### src/rtl/fifo_read_arbiter.sv
// fifo_read_arbiter
//
// Round-robin arbiter that shares the read port of a first-word-fall-through
// FIFO (read-clock domain) among NUM_REQ consumers. A winner is granted for a
// burst of up to BURST_LEN pops. The FIFO pop is driven combinationally from
// the granted consumer's request and the empty flag. Each popped word is
// returned one cycle later, registered and tagged with the consumer index.
//
// Ports
//   clk        read-domain clock, all state on the rising edge
//   rst        synchronous active-high reset
//   req        per-consumer level-sensitive read request
//   r_empty    FIFO empty flag
//   r_data     FIFO head word (valid whenever r_empty=0)
//   r_en       FIFO pop (combinational)
//   gnt        one-hot registered grant, zero when idle
//   out_valid  registered: one word delivered this cycle
//   out_data   registered delivered word
//   out_id     registered index of the consumer owning out_data
//   busy       registered: a burst is in progress
module fifo_read_arbiter #(
  parameter int NUM_REQ    = 4,
  parameter int BURST_LEN  = 4,
  parameter int DATA_WIDTH = 8,
  parameter int ID_W       = $clog2(NUM_REQ)
) (
  input  logic                  clk,
  input  logic                  rst,
  input  logic [NUM_REQ-1:0]    req,
  input  logic                  r_empty,
  input  logic [DATA_WIDTH-1:0] r_data,
  output logic                  r_en,
  output logic [NUM_REQ-1:0]    gnt,
  output logic                  out_valid,
  output logic [DATA_WIDTH-1:0] out_data,
  output logic [ID_W-1:0]       out_id,
  output logic                  busy
);

  localparam int CNT_W = $clog2(BURST_LEN) + 1;
  localparam logic [CNT_W-1:0] CNT_LAST = CNT_W'(BURST_LEN - 1);
  localparam logic [ID_W-1:0]  LAST_RST = ID_W'(NUM_REQ - 1);

  typedef enum logic {IDLE, BURST} state_t;

  state_t            state_q, state_d;
  logic [ID_W-1:0]   sel_q;
  logic [ID_W-1:0]   last_q;
  logic [CNT_W-1:0]  cnt_q;
  logic [ID_W-1:0]   pick;
  logic              pick_vld;
  logic              start;
  logic              release_gnt;

  // Round-robin scan starting just after the previous winner. Walking the
  // offsets from farthest to nearest lets the nearest set request win.
  always_comb begin
    pick     = '0;
    pick_vld = 1'b0;
    for (int i = NUM_REQ; i >= 1; i--) begin
      if (req[(int'(last_q) + i) % NUM_REQ]) begin
        pick     = ID_W'((int'(last_q) + i) % NUM_REQ);
        pick_vld = 1'b1;
      end
    end
  end

  // Only the granted consumer's request gates the pop; rst kills it in the
  // reset cycle so a word is never lost to a discarded transfer.
  assign r_en = (state_q == BURST) & req[sel_q] & ~r_empty & ~rst;

  always_comb begin
    state_d     = state_q;
    start       = 1'b0;
    release_gnt = 1'b0;
    case (state_q)
      IDLE: begin
        if (pick_vld && !r_empty) begin
          state_d = BURST;
          start   = 1'b1;
        end
      end
      BURST: begin
        // Empty while still requested holds the grant indefinitely.
        if ((r_en && cnt_q == CNT_LAST) || !req[sel_q]) begin
          state_d     = IDLE;
          release_gnt = 1'b1;
        end
      end
      default: state_d = IDLE;
    endcase
  end

  always_ff @(posedge clk) begin
    if (rst) begin
      state_q   <= IDLE;
      gnt       <= '0;
      busy      <= 1'b0;
      sel_q     <= '0;
      cnt_q     <= '0;
      last_q    <= LAST_RST;
      out_valid <= 1'b0;
      out_data  <= '0;
      out_id    <= '0;
    end else begin
      state_q   <= state_d;
      // Delivery stage: word popped this edge appears next cycle.
      out_valid <= r_en;
      if (r_en) begin
        out_data <= r_data;
        out_id   <= sel_q;
        cnt_q    <= cnt_q + CNT_W'(1);
      end
      if (start) begin
        sel_q  <= pick;
        last_q <= pick;
        cnt_q  <= '0;
        gnt    <= NUM_REQ'(1) << pick;
        busy   <= 1'b1;
      end else if (release_gnt) begin
        gnt  <= '0;
        busy <= 1'b0;
      end
    end
  end

endmodule

### config.mk
export PLATFORM = sky130hd
export DESIGN_NAME = fifo_read_arbiter
export DESIGN_NICKNAME = d
export VERILOG_FILES = /design/src/rtl/fifo_read_arbiter.sv
export SDC_FILE = /design/constraint.sdc
export NUM_CORES = 1
export LEC_CHECK = 0
export CAP_MARGIN = 20
export CORE_MARGIN = 4
export CORE_UTILIZATION = 49
export CTS_CLUSTER_SIZE = 12
export DETAILED_ROUTE_END_ITERATION = 10
export PLACE_DENSITY = 0.82
export SETUP_SLACK_MARGIN = 0.05
export SLEW_MARGIN = 20
export SYNTH_ARGS = -nofsm -noshare
export SYNTH_HDL_FRONTEND = slang
export SYNTH_SLANG_ARGS = --single-unit
### constraint.sdc
create_clock -name clk -period 2.5 [get_ports clk]
set_clock_uncertainty 0.05 [all_clocks]
set_input_delay 0.5 -clock clk [delete_from_list [all_inputs] [get_ports clk]]
set_output_delay 0.5 -clock clk [all_outputs]
set_load 0.05 [all_outputs]
==> results.cfg, run 1 <==
[outcome]
status = finished, final reports clean

[global_routing]
overflow = 0
grt_max_degree = 22
grtUsageTotal_pct = 19.0
grt_pass1_vias = 972
grt_pass1_wl_um = 4110
grt_antenna_before_repair = 0

[synth]
synthCells = 123
ys_types = 39
synth-compound-area-share_pct = 19.8
syn_area_per_cell_um2 = 8.84
yosys_warnings = 0
synth_nets = 140
synth-simple-area-share_pct = 23.1
synth-seq-area-share_pct = 44.2
synth_seq_cells = 24
synthAdderAreaFrac_pct = 2.30
yosys.area_share.xor_xnor_pct = 0
yosys-mux-area-fraction_pct = 4.83
synth.cell_area_um2 = 1090
synth_top_family_by_area = simple AND/OR/NAND/NOR gates

[clocking]
htree_levels = 1
root_buffer = clkbuf_4
clk_pin_slew_ps = 120
clk_latency_ps = 310
postCtsHoldBufs = 0
cts_tree = done
cts_sinks = 24
cts_buffers = 3
postCtsSetupRepairBufs = 0
cts_buffer_depth = 2

[floorplan]
row_count = 16
start_util_pct = 53.2
dieArea_um2 = 3040
io_pins = 32
coreArea_um2 = 2040
die_w_um = 55.1
die_y_um = 55.1

[routing]
vias = 1007
remaining_drc_errors = 0
dr.pass1.iters = 4
drt_iter0_drc = 27
drt_wl_total_um = 2600
antenna_left = 0
via_per_inst = 5.39
wire_per_inst_um = 13.9

[sta]
max_slew_margin_pct = 66.1
fmax_ghz = 0.425
tns_ps = 0
rsz0062_at_grt = no
hold_violations = 0
setup_viol = 0
drv_slew = 0
finalCritPeriodShare_pct = 94.0
period_minus_slack_ps = 2350
tightest_slew_ps = 507
whs_ps = 413

[place]
place.gp.congestion = 0.849
port_buffers = 31
dpl.hpwl_um = 1880
postPlaceCellArea_um2 = 1460

[power_and_ir_drop]
fin_total_pwr_mw = 0.861
power.density_nw_per_um2 = 568
peakVddDrop_uv = 520
power.leakage_nw = 0.561

[critical_path]
critPathKind = input port to output pin
worstSetupEndpointType = output pin
cp_max_fo = 11
cp.arrival_ps = 1800
startpoint_type = input port
cp.required_ps = 1950

[min_path]
min_path_type = flop to flop

[cells_and_area]
layout.nets = 178
antennaDiodeCount = 0
utilization_pct = 74.2
area_growth_pct = 39.4
fin_area_um2 = 1520
drive_above_1_share_pct = 14.4

[job]
maxCapViolations = 0
## worst max-delay path, cell delays in order
cell and delay (ps):
clkdlybuf4s50_1 430, mux4_2 510, nand2_4 90, inv_2 100
buf_12 170
## placed cells by master, fill, tap and decap left out, drive strengths merged, types with 2 or more instances in the layout
cell type | Yosys | routed
nor2 | 5 | 5
clkbuf | 0 | 3
dfxtp | 24 | 24
buf | 5 | 8
nor3b | 2 | 2
nor3 | 4 | 4
nand2b | 2 | 2
inv | 7 | 7
o2bb2ai | 2 | 2
a21oi | 15 | 15
clkdlybuf4s50 | 0 | 30
o21ai | 4 | 4
ha | 2 | 2
o32ai | 2 | 2
nand3 | 3 | 3
mux2i | 3 | 3
nand2 | 26 | 26
## cells by family after synthesis
logic type,after synthesis
AO/OA/AOI/OAI,31
multiplexers,4
buffers and inverters,12
flip-flops,24
adder cells (fa/ha/maj),2
AND/OR/NAND/NOR,50
## worst paths after layout
path              slack, ps                       end  cells after the start                      from
hold / removal          410  out_data[0]$_SDFFE_PP0P_                      2  out_data[0]$_SDFFE_PP0P_
hold reg to reg         410  out_data[0]$_SDFFE_PP0P_                      2  out_data[0]$_SDFFE_PP0P_
setup reg to reg        820  out_data[2]$_SDFFE_PP0P_                      5     sel_q[0]$_SDFFE_PP0P_
setup / recovery        150                      r_en                      5                    req[3]
## per-stage QoR
step	worst slack, ps	instances
floorplan	596	123
global placement	187	183
detailed placement	176	183
CTS	116	187
global route	95.3	187
finish	149	187
## flip-flops by register name, indices dropped and copies added (netlist names)
signal and cells:
out_data 8, gnt 4, cnt_q 3, last_q 2, out_id 2, sel_q 2, busy 1, out_valid 1
state_q 1
## cells in the mapped netlist
| library cell | number | share of area (%) |
|---|---|---|
| or2_2 | 1 | 0.58 |
| nor2_1 | 5 | 1.7 |
| nor3b_1 | 1 | 0.69 |
| a21oi_1 | 14 | 6.4 |
| nand3b_1 | 1 | 0.69 |
| or4_4 | 1 | 1.0 |
| nor3_1 | 4 | 1.8 |
| o21a_1 | 1 | 0.69 |
| buf_1 | 1 | 0.34 |
| ha_1 | 2 | 2.3 |
| mux4_2 | 1 | 2.1 |
| o2bb2ai_1 | 1 | 0.81 |
| o32ai_1 | 2 | 1.6 |
| o21ai_0 | 4 | 1.8 |
| buf_2 | 2 | 0.92 |
| o21ba_2 | 1 | 0.92 |
| o22ai_1 | 1 | 0.58 |
| o2bb2ai_2 | 1 | 1.4 |
| nand4_1 | 1 | 0.58 |
| o31ai_2 | 1 | 1.2 |
| a211oi_1 | 1 | 0.69 |
| nor3b_2 | 1 | 1.2 |
| inv_1 | 6 | 2.1 |
| a311oi_1 | 1 | 0.81 |
| dfxtp_1 | 24 | 44 |
| nor2b_1 | 1 | 0.58 |
| buf_6 | 2 | 2.1 |
| o21bai_1 | 1 | 0.69 |
| nor4b_1 | 1 | 0.81 |
| a21boi_0 | 1 | 0.69 |
| and2b_1 | 1 | 0.69 |
| inv_2 | 1 | 0.34 |
| mux2i_1 | 3 | 2.8 |
| nand2b_1 | 2 | 1.2 |
| nand3_1 | 3 | 1.4 |
| nand2_1 | 25 | 8.6 |
| and2_1 | 1 | 0.58 |
| nand2_4 | 1 | 1.0 |
| a21oi_4 | 1 | 1.5 |
## metal layers
| layer | track usage (%) | vias to the layer above | share of wire (%) |
|---|---|---|---|
| met3 | 4.02 | 6 | 6.6 |
| met5 | 0 | - | 0 |
| li1 | - | 504 | - |
| met4 | 8.91 | 0 | 1.2 |
| met1 | 23.7 | 467 | 43 |
| met2 | 30.9 | 30 | 49 |
## power by group
group          total, mW  internal [mW]  switching (mW)
sequential         0.414          0.399          0.0149
combinational      0.170         0.0758          0.0943
clock              0.277          0.162           0.115
## repair_timing
| item | in CTS | in global routing |
|---|---|---|
| endpoints found under the setup margin | 0 | 1 |
| gates resized for setup | 0 | 1 |
| endpoints found under the hold margin | 0 | 0 |
## final cells by class
cell class                      instances  area, um^2
Multi-Input combinational cell         87         549
Fill cell                             159         527
Sequential cell                        24         480
Timing Repair Buffer                   38         373
Tap cell                               27        33.8
Clock inverter                          1        30.0
Inverter                                7        26.3
Clock buffer                            3        22.5
Note: power is estimated with default switching activity, not from simulation.
==> run 2: changes to the inputs <==
Settings changed: REMOVE_ABC_BUFFERS set to 1, SLEW_MARGIN 20 to not set.
==> run 2 against run 1 <==
Flip-flop and latch count unchanged; critical path depth stayed put; count of clock-buffer cells in the layout stayed put; wire length is 4.3% lower; clock power up 2%; final area is 0.83% lower; hold slack got worse by 1.2 ps; maximum frequency decreased by 0.14%; total power is 0.12% higher; register-to-register slack got worse by 30 ps; via count fell by 4.0%.
==> results.cfg, run 2 (synthesized netlist as in run 1, its figures left out) <==
[critical_path]
r2r-end = busy$_SDFFE_PP0P_
critPathTopFamily = buffers and inverters
startpoint_type = input port
critPathKind = input port to output pin
r2r_setup_slack_ps = 790
rr_worst_depth = 6
cpPeakStageDelay_ps = 530
worstSetupEndpointType = output pin
slowest_stage = mux4_2
cp.arrival_ps = 1800
cp_max_fo = 7
critPathBufInv = 3
crit_chain = clkdlybuf4s50_1 -> mux4_2 -> nand2_4 -> inv_2 -> buf_12
cp.required_ps = 1950
reg2reg_from = cnt_q[0]$_SDFFE_PP0P_

[sta]
drv_slew = 0
max_slew_margin_pct = 65.5
setup_viol = 0
rsz0062_at_grt = no
fmax_ghz = 0.425
period_minus_slack_ps = 2350
hold_violations = 0
finalCritPeriodShare_pct = 94.2
tightest_slew_ps = 515
fin_ws_ps = 146
tns_ps = 0

[power_and_ir_drop]
power.density_nw_per_um2 = 574
peakVddDrop_uv = 468
power.leakage_nw = 0.555

[global_routing]
grt_pass1_vias = 931
grt_max_degree = 22
grtUsageTotal_pct = 19.2
grt_pass1_wl_um = 4110
overflow = 0
grt_antenna_before_repair = 0

[floorplan]
coreArea_um2 = 2040
start_util_pct = 53.2
io_pins = 32
die_y_um = 55.1
row_count = 16
die_w_um = 55.1
dieArea_um2 = 3040

[routing]
via_per_inst = 5.20
wl_met2_um = 1230
vias = 967
wl_met1_um = 1130
wire_per_inst_um = 13.4
drt_iter0_drc = 11
remaining_drc_errors = 0
antenna_left = 0
drt_wl_total_um = 2490
dr.pass1.iters = 4
top_layer_used = met4
wl_met3_um = 94

[min_path]
hold_path_startpoint = out_data[1]$_SDFFE_PP0P_
min_path_type = flop to flop
min_path_cells = 2
min_to = out_data[1]$_SDFFE_PP0P_

[place]
place_inst = 182
dpl.hpwl_um = 1930
port_buffers = 31
place.gp.congestion = 0.811
pre_cts_ws_ps = 160

[clocking]
clk_pin_slew_ps = 130
postCtsHoldBufs = 0
postCtsSetupRepairBufs = 0
htree_levels = 1
cts_tree = done
cts_buffer_depth = 2
root_buffer = clkbuf_4
cts_resized = 0
cts_sinks = 24
clk_latency_ps = 320
cts_buffers = 3

[job]
maxCapViolations = 0

[cells_and_area]
largest_reg_flops = 8
layout_commonest_cell = clkdlybuf4s50_1
drive_above_1_share_pct = 13.2
nFillCells = 157
mostFrequentLayoutCells = clkdlybuf4s50_1, nand2_1, dfxtp_1
regMostFlops = out_data
layout.nets = 177
antennaDiodeCount = 0
area_growth_pct = 38.2
layoutNonFillerInstCount = 186
reg_top3 = out_data: 8 flops, gnt: 4 flops, cnt_q: 3 flops

[outcome]
status = finished, final reports clean
[run 2: changes by cell type in the layout (fill, tap and decap cells not counted)]
cell / previous run / this run
nor3b_2: 2 / 1
nor3b_1: 0 / 1
buf_4: 7 / 6
[run 2: worst max path at each step]
stage           start  endpoint  slack (ps)  depth (start not counted)
6_report       req[0]      r_en         150                          5
5_1_grt        req[2]      r_en         100                          5
4_1_cts        req[0]      r_en         150                          5
3_5_place_dp   req[0]      r_en         160                          5
3_3_place_gp   req[0]      r_en         180                          5
2_1_floorplan  req[3]      r_en         650                          3
[run 2: power by group]
group | switching [mW] | total (mW) | leakage [nW] | internal (mW)
Sequential | 0.0148 | 0.414 | 0.195 | 0.399
Clock | 0.120 | 0.282 | 0.0279 | 0.162
Combinational | 0.0922 | 0.166 | 0.332 | 0.0740
Total | 0.227 | 0.862 | 0.555 | 0.635
[run 2: metal layers]
metal | vias up | track usage, %
met5 | - | 0
met4 | 0 | 7.29
met3 | 6 | 4.83
met2 | 21 | 30.1
met1 | 440 | 25.2
li1 | 500 | -
[run 2: worst min-delay path: cells and delay by family, from the launching register on]
kind            cells  cell delay, ps
compound gates      1              50
flops               1             330
simple gates        1              50
[run 2: final cells by class]
class                           count  area, um^2  share of cell area (%)
Clock buffer                        3        22.5                    1.50
Multi-Input combinational cell     87         544                    36.2
Tap cell                           27        33.8                    2.25
Inverter                            7        26.3                    1.75
Sequential cell                    24         480                    32.0
Timing Repair Buffer               37         365                    24.3
Clock inverter                      1        30.0                    2.00
[run 2: stage by stage]
| stage | utilization [%] | hold slack (ps) | power (mW) | area, um^2 |
|---|---|---|---|---|
| 6_report | 73.6 | 412 | 0.862 | 1500 |
| 5_1_grt | 73.6 | 430 | 0.902 | 1500 |
| 4_1_cts | 73.6 | 417 | 0.866 | 1500 |
| 3_5_place_dp | 71.0 | 398 | 0.587 | 1450 |
| 3_3_place_gp | 71.0 | 393 | 0.582 | 1450 |
| 2_1_floorplan | - | 388 | 0.514 | 1050 |
==> run 3: changes to the inputs <==
Settings changed: CORE_UTILIZATION 49 to 46, PLACE_DENSITY 0.82 to 0.78.
Clock period 2.5 ns to 2.55 ns, I/O delays scaled along.
==> run 3 against run 2 <==
Hold slack gained 0.78 ps; count of clock-buffer cells in the layout is the same; critical path depth is the same; register-to-register slack gained 40 ps; non-clock buffer count grew 1; highest routed layer unchanged; global-route usage shrank 2.1 points; final cell count grew 1.1%.
==> results.cfg, run 3 (synthesized netlist as in run 1, its figures left out) <==
[critical_path]
critPathKind = input port to output pin
cp_max_fo = 6
worstSetupEndpointType = output pin
reg2reg_from = cnt_q[0]$_SDFFE_PP0P_
r2r-end = busy$_SDFFE_PP0P_
cp.arrival_ps = 1800
startpoint_type = input port
r2r_setup_slack_ps = 830
rr_worst_depth = 6
cp.required_ps = 1990

[routing]
remaining_drc_errors = 0
antenna_left = 0
wl_met2_um = 1330
top_layer_used = met4
drt_wl_total_um = 2590
wire_per_inst_um = 13.8
wl_met1_um = 1130
drt_iter0_drc = 24
via_per_inst = 5.28
vias = 993
wl_met3_um = 91
dr.pass1.iters = 4

[power_and_ir_drop]
power.leakage_nw = 0.560
power.density_nw_per_um2 = 560
peakVddDrop_uv = 445

[global_routing]
grt_antenna_before_repair = 0
grt_max_degree = 22
grt_pass1_vias = 962
grt_pass1_wl_um = 4310
overflow = 0
grtUsageTotal_pct = 17.1

[clocking]
cts_resized = 0
cts_tree = done
postCtsHoldBufs = 0
cts_buffer_depth = 2
root_buffer = clkbuf_4
cts_buffers = 3
cts_sinks = 24
clk_pin_slew_ps = 120
clk_latency_ps = 320
postCtsSetupRepairBufs = 0
htree_levels = 1

[floorplan]
coreArea_um2 = 2230
die_y_um = 56.6
start_util_pct = 48.7
dieArea_um2 = 3210
io_pins = 32
die_w_um = 56.6
row_count = 17

[cells_and_area]
largest_reg_flops = 8
reg_top3 = out_data: 8 flops, gnt: 4 flops, cnt_q: 3 flops
layout_commonest_cell = clkdlybuf4s50_1
mostFrequentLayoutCells = clkdlybuf4s50_1, nand2_1, dfxtp_1
antennaDiodeCount = 0
nFillCells = 183
drive_above_1_share_pct = 13.8
layout.nets = 178
fin_area_um2 = 1510
regMostFlops = out_data
layoutNonFillerInstCount = 188
utilization_pct = 67.7
area_growth_pct = 39.0

[sta]
setup_viol = 0
period_minus_slack_ps = 2360
fmax_ghz = 0.423
rsz0062_at_grt = no
hold_violations = 0
drv_slew = 0
tns_ps = 0
finalCritPeriodShare_pct = 92.7
tightest_slew_ps = 507
max_slew_margin_pct = 66.1

[place]
place.gp.congestion = 0.811
dpl.hpwl_um = 1930
place_inst = 184
postPlaceCellArea_um2 = 1460
port_buffers = 31

[min_path]
min_to = gnt[1]$_SDFFE_PP0P_
hold_path_startpoint = gnt[1]$_SDFFE_PP0P_
min_path_cells = 2
min_path_type = flop to flop

[job]
maxCapViolations = 0

[outcome]
status = finished, final reports clean
-- run 3: metal layers --
metal  GRT usage (%)  up-vias
met2            28.2       21
li1                -      499
met1            21.5      468
met5               0        -
met4            7.80        0
met3            2.76        5
-- run 3: worst max-delay path by stage --
stage               cells after the start  endpoint   start  slack (ps)
detailed placement                      5      r_en  req[2]         200
finish                                  5      r_en  req[2]         190
CTS                                     5      r_en  req[2]         190
global route                            5      r_en  req[2]         130
global placement                        5      r_en  req[2]         220
floorplan                               3      r_en  req[3]         680
-- run 3: critical path: stages --
cell and delay, ps:
clkdlybuf4s50_1 480, mux4_2 540, nand2_4 90, inv_2 50, buf_12 140
-- run 3: cell type report --
class                      instances  area [um^2]  share of cell area (%)
sequential                        24          480                    31.8
clock buffer                       3         22.5                    1.49
timing repair buffer              38          373                    24.7
inverter                           7         26.3                    1.74
tap                               28         35.0                    2.32
multi-input combinational         87          544                    36.0
clock inverter                     1         30.0                    1.99
-- run 3: through the flow --
| stage | worst slack (ps) | total power [mW] | hold slack, ps |
|---|---|---|---|
| floorplan | 681 | 0.504 | 388 |
| global placement | 221 | 0.573 | 393 |
| detailed placement | 200 | 0.577 | 395 |
| CTS | 189 | 0.851 | 416 |
| global route | 130 | 0.878 | 433 |
| finish | 186 | 0.847 | 412 |
-- run 3: where the power goes --
part           leakage (nW)  total [mW]  switching (mW)  internal (mW)
registers             0.195       0.406          0.0142          0.391
clock network        0.0279       0.275           0.116          0.159
logic                 0.337       0.166          0.0922         0.0736
==> RTL edit 1 (settings of run 3) <==
The parameter `BURST_LEN` goes from 4 to 2.
--- a/src/rtl/fifo_read_arbiter.sv
+++ b/src/rtl/fifo_read_arbiter.sv
@@ -22,3 +22,3 @@
   parameter int NUM_REQ    = 4,
-  parameter int BURST_LEN  = 4,
+  parameter int BURST_LEN  = 2,
   parameter int DATA_WIDTH = 8,
Behaviour: not the same (a bounded check fails within 4 cycles, from zero or initial values and one cycle with rst high).
==> RTL edit 1 against run 3 <==
  * Clock power fell by 41%
  * Worst setup slack got worse by 0.016 ns
  * Critical path depth did not move
  * Count of clock-buffer cells in the layout did not move
  * Total power fell by 17%
  * Synthesized area fell by 10%
  * First-iteration DRC count fell by 54%
  * Register-to-register slack got worse by 0.11 ns
  * Final area fell by 8.7%
  * Sequential cell count fell by 1
  * Combinational power fell by 8%
  * Wire length fell by 13%
  * Largest cell class unchanged
  * Largest power group unchanged
  * Highest routed layer unchanged
==> RTL edit 1: results (changes against run 3) <==
| Metric | Value |
|---|---|
| Max FO, Critical Path | `4 (-2)` |
| Critical Path Sink | `r_en` |
| Drt pass-1 iters | `4 (unchanged)` |
| Lkg Pwr | `0.511 nW (-8.7%)` |
| Vias in the first global route | `897 (-6.8%)` |
| Peak VDD IR | `0.338 mV (-24%)` |
| Crit-path max cell delay | `0.49 ns (-0.05 ns)` |
| Share of cells above drive strength 1 | `10.7% (-3.1 points)` |
| Total CTS buffers | `3 (unchanged)` |
| Via-per-instance ratio | `5.28 (about the same)` |
| Clock transition at path regs | `0.12 ns (about the same)` |
| Nets@finish | `167 (-6.2%)` |
| Tot GR Track Use | `17.2% (+0.11 points)` |
| Outcome | `complete, no violations` |
| M1 GR Usage | `19.0% (-2.5 points)` |
| Netlist cell types | `32 (-18%)` |
| Hold EP | `out_data[6]` |
| Met3 GRT Util | `3.32% (+0.57 points)` |
| Port Buffer Count | `31 (unchanged)` |
| Largest registers | `out_data x8, gnt x4` |
| DR WL/cell | `12.7 µm (-7.5%)` |
| First-pass GRT wire length | `3710 µm (-14%)` |
| Layout fillers | `169 (-7.7%)` |
| Tightest Pin Transition | `0.755 ns (+0.248 ns)` |
| Gpl congestion | `0.863 (+6.3%)` |
| Fin Hold WS | `0.414 ns (+0.00174 ns)` |
| Pin count of the biggest net entering global routing | `25 (+14%)` |
| Async SR Flop Fraction | `0% (unchanged)` |
| Path category of the worst min-delay check | `reg -> reg` |
| Seq/Total Area, Yosys | `47.2% (+3.0 points)` |
| RR Startpoint | `sel_q[0]` |
| Worst r2r dst | `cnt_q[1]` |
| Post-synth top flop | `dfxtp_1` |
| R2r worst-path depth | `5 (-1)` |
| Met2 global-route usage | `31.7% (+3.4 points)` |
| Worst Path Arrival | `1.82 ns (+0.02 ns)` |
| H-tree Lvls | `1 (unchanged)` |
| Synth top cells by count | `dfxtp_1, nand2_1, a21oi_1, nor2_1` |
| Most area-consuming cells after synthesis | `dfxtp_1, nand2_1, a21oi_1` |
| Initial DRC count | `11 (-54%)` |
| Number of setup buffers added after CTS | `0 (unchanged)` |
| Post-CTS resize count | `0 (unchanged)` |
| HP Start | `out_data[6]` |
| Post-DP HPWL | `1630 µm (-15%)` |
| Reg2reg setup slack | `0.72 ns (-0.11 ns)` |
[RTL edit 1: metrics by stage]
step           util [%]  area (µm²)  instances  worst slack [ns]  power (mW)
2_1_floorplan         -         955        109             0.249       0.478
3_3_place_gp       67.9        1350        172            0.0954       0.542
3_5_place_dp       67.9        1350        172            0.0526       0.545
4_1_cts            69.3        1370        176            0.0599       0.710
5_1_grt            69.6        1380        177            0.0660       0.741
6_report           69.6        1380        177             0.171       0.705
[RTL edit 1: layer usage]
layer | wire length, µm | share of wire [%]
met2 | 1080 | 48
met4 | 12 | 0.53
met1 | 986 | 44
met5 | 0 | 0
met3 | 174 | 7.7
[RTL edit 1: logic make-up (layout without fill, tap and decap cells)]
family | count (synthesis) | after routing | synth area share, %
AND/OR/NAND/NOR | 48 | 48 | 23.7
AO/OA/AOI/OAI | 29 | 29 | 19.1
flip-flops | 23 | 23 | 47.2
adder cells (fa/ha/maj) | 1 | 1 | 1.28
XOR/XNOR | 1 | 1 | 0.898
multiplexers | 2 | 2 | 3.72
buffers and inverters | 10 | 46 | 4.10
[RTL edit 1: worst register-to-register path: stages (launching register included)]
cell       delay (ns)
dfxtp_1          0.40
mux4_2           0.52
nand3_1          0.12
inv_1            0.08
buf_4            0.19
a2111oi_2        0.36
[RTL edit 1: area by class of cell]
type                       instances  area share [%]
clock buffer                       3            1.63
tap                               27            2.45
clock inverter                     1           0.363
timing repair buffer              37            26.7
inverter                           5            1.36
sequential                        23            33.4
multi-input combinational         81            34.2
[RTL edit 1: power by group]
part	switching, mW	internal [mW]	total, mW
logic	0.0820	0.0711	0.153
registers	0.0140	0.375	0.389
clock network	0.105	0.0586	0.163
total	0.200	0.505	0.705
==> RTL edit 2 (config.mk and constraints of run 3) <==
Without the edit above. Reset style: asynchronous (`rst`), changed in one clocked block. Comments in the files are not updated.
--- a/src/rtl/fifo_read_arbiter.sv
+++ b/src/rtl/fifo_read_arbiter.sv
@@ -93,3 +93,3 @@
 
-  always_ff @(posedge clk) begin
+  always_ff @(posedge clk or posedge rst) begin
     if (rst) begin
Function: not settled (the Yosys comparison gave no result); the edit may change what the design does.
==> RTL edit 2 against run 3 <==
  * Worst setup slack lost 0.087 ns
  * Wire length shrank 9.9%
  * Sequential cell count is the same
  * Die area shrank 0.19%
  * Via count shrank 16%
  * Maximum frequency shrank 3.6%
  * Register-to-register slack lost 0.13 ns
  * Final area shrank 3.1%
  * Synthesized area shrank 0.23%
  * Critical path type unchanged
  * Highest routed layer unchanged
Power is not compared: it rests on default switching activity, and its combinational part moved more than twofold at a synthesized area within 25%.
==> RTL edit 2: results (changes against run 3) <==
| Metric | Value |
|---|---|
| Outcome | `complete, no violations` |
| Synth top cells by count | `dfrtp_1, mux2_2, nand2_1, nor2_1, a21oi_1` |
| Vias in the first global route | `847 (-12%)` |
| Via count | `834 (-16%)` |
| Clock root buffer | `clkbuf_4` |
| DP Area | `1440 µm² (-1.5%)` |
| Nets@finish | `144 (-19%)` |
| Initial DRC count | `15 (-38%)` |
| Share of cells above drive strength 1 | `21.4% (+7.7 points)` |
| Max FO, Critical Path | `5 (-1)` |
| Global route overflow | `0 (unchanged)` |
| Gpl congestion | `0.826 (+1.8%)` |
| Tightest Pin Transition | `0.543 ns (+0.0361 ns)` |
| DR WL/cell | `15.2 µm (+10%)` |
| Drt pass-1 iters | `4 (unchanged)` |
| Pin count of the biggest net entering global routing | `17 (-23%)` |
| Final Routed Wirelength | `2340 µm (-9.9%)` |
| Most area-consuming cells after synthesis | `dfrtp_1, mux2_2, dfstp_2` |
| First-pass GRT wire length | `3980 µm (-7.5%)` |
| Post-synth top flop | `dfrtp_1` |
| Async SR Flop Fraction | `100% (+100 points)` |
| Insertion delay to the later sink of the worst-skew pair | `0.31 ns` |
| Tot GR Track Use | `16.2% (-0.86 points)` |
| Warnings, synthesis | `0 (unchanged)` |
| Mapped Cells | `90 (-27%)` |
| Dpl ws | `0.114 ns (-0.0860 ns)` |
| Antenna violations before repair | `0 (unchanged)` |
| Placed cells | `150 (-18%)` |
| Post-DP HPWL | `1810 µm (-6.1%)` |
| Path category of the worst min-delay check | `in -> async` |
| Netlist cell types | `29 (-26%)` |
| Seq/Total Area, Yosys | `55.6% (+11 points)` |
| Total CTS buffers | `3 (unchanged)` |
==> RTL edit 2: final timing paths <==
kind / from / endpoint / slack [ns] / cells past startpoint
max in group asynchronous: rst / last_q[0] / 1.38 / 3
min: rst / cnt_q[1] / 0.46 / 2
max reg2reg: sel_q[0] / out_id[1] / 0.70 / 4
max: req[1] / r_en / 0.1 / 5
min in group clk: gnt[3] / gnt[3] / 0.47 / 1
min reg2reg: gnt[3] / gnt[3] / 0.47 / 1
==> RTL edit 2: logic make-up (layout without fill, tap and decap cells) <==
kind of cell	count (synthesis)	count (layout)	share of synthesized area, %
AOI/OAI and AO/OA	19	19	13.4
adders and majority gates	2	2	2.31
buffers and inverters	7	43	3.23
DFF	24	24	55.6
muxes	12	12	13.4
and+or+nand+nor	26	26	12.1
==> RTL edit 2: layout make-up <==
class                           instances  area, µm²
Multi-Input combinational cell         59        447
Inverter                                4       15.0
Fill cell                             198        769
Clock buffer                            4       26.3
Sequential cell                        24        603
Tap cell                               28       35.0
Timing Repair Buffer                   35        338
==> RTL edit 2: critical path, stage by stage <==
cell             delay [ns]
clkdlybuf4s50_1        0.48
mux4_2                 0.55
nand3_4                0.11
inv_1                  0.05
buf_4                  0.18
==> RTL edit 2: per-layer routing <==
layer	vias to the layer above	global-route usage (%)	wire [µm]	part of all wire [%]
met5	-	0	0	0
met4	0	8.14	61	2.6
met3	7	5.98	223	9.6
met2	38	24.9	1090	47
met1	399	19.8	960	41
li1	390	-	-	-
==> RTL edit 2: power groups by stage <==
stage               logic (mW)  registers (mW)  clock network [mW]
finish                    1.04           0.683               0.173
global route              1.11           0.712               0.194
CTS                       1.05           0.683               0.177
detailed placement        1.04           0.692                   0
global placement          1.03           0.676                   0
floorplan                0.319            1.06                   0
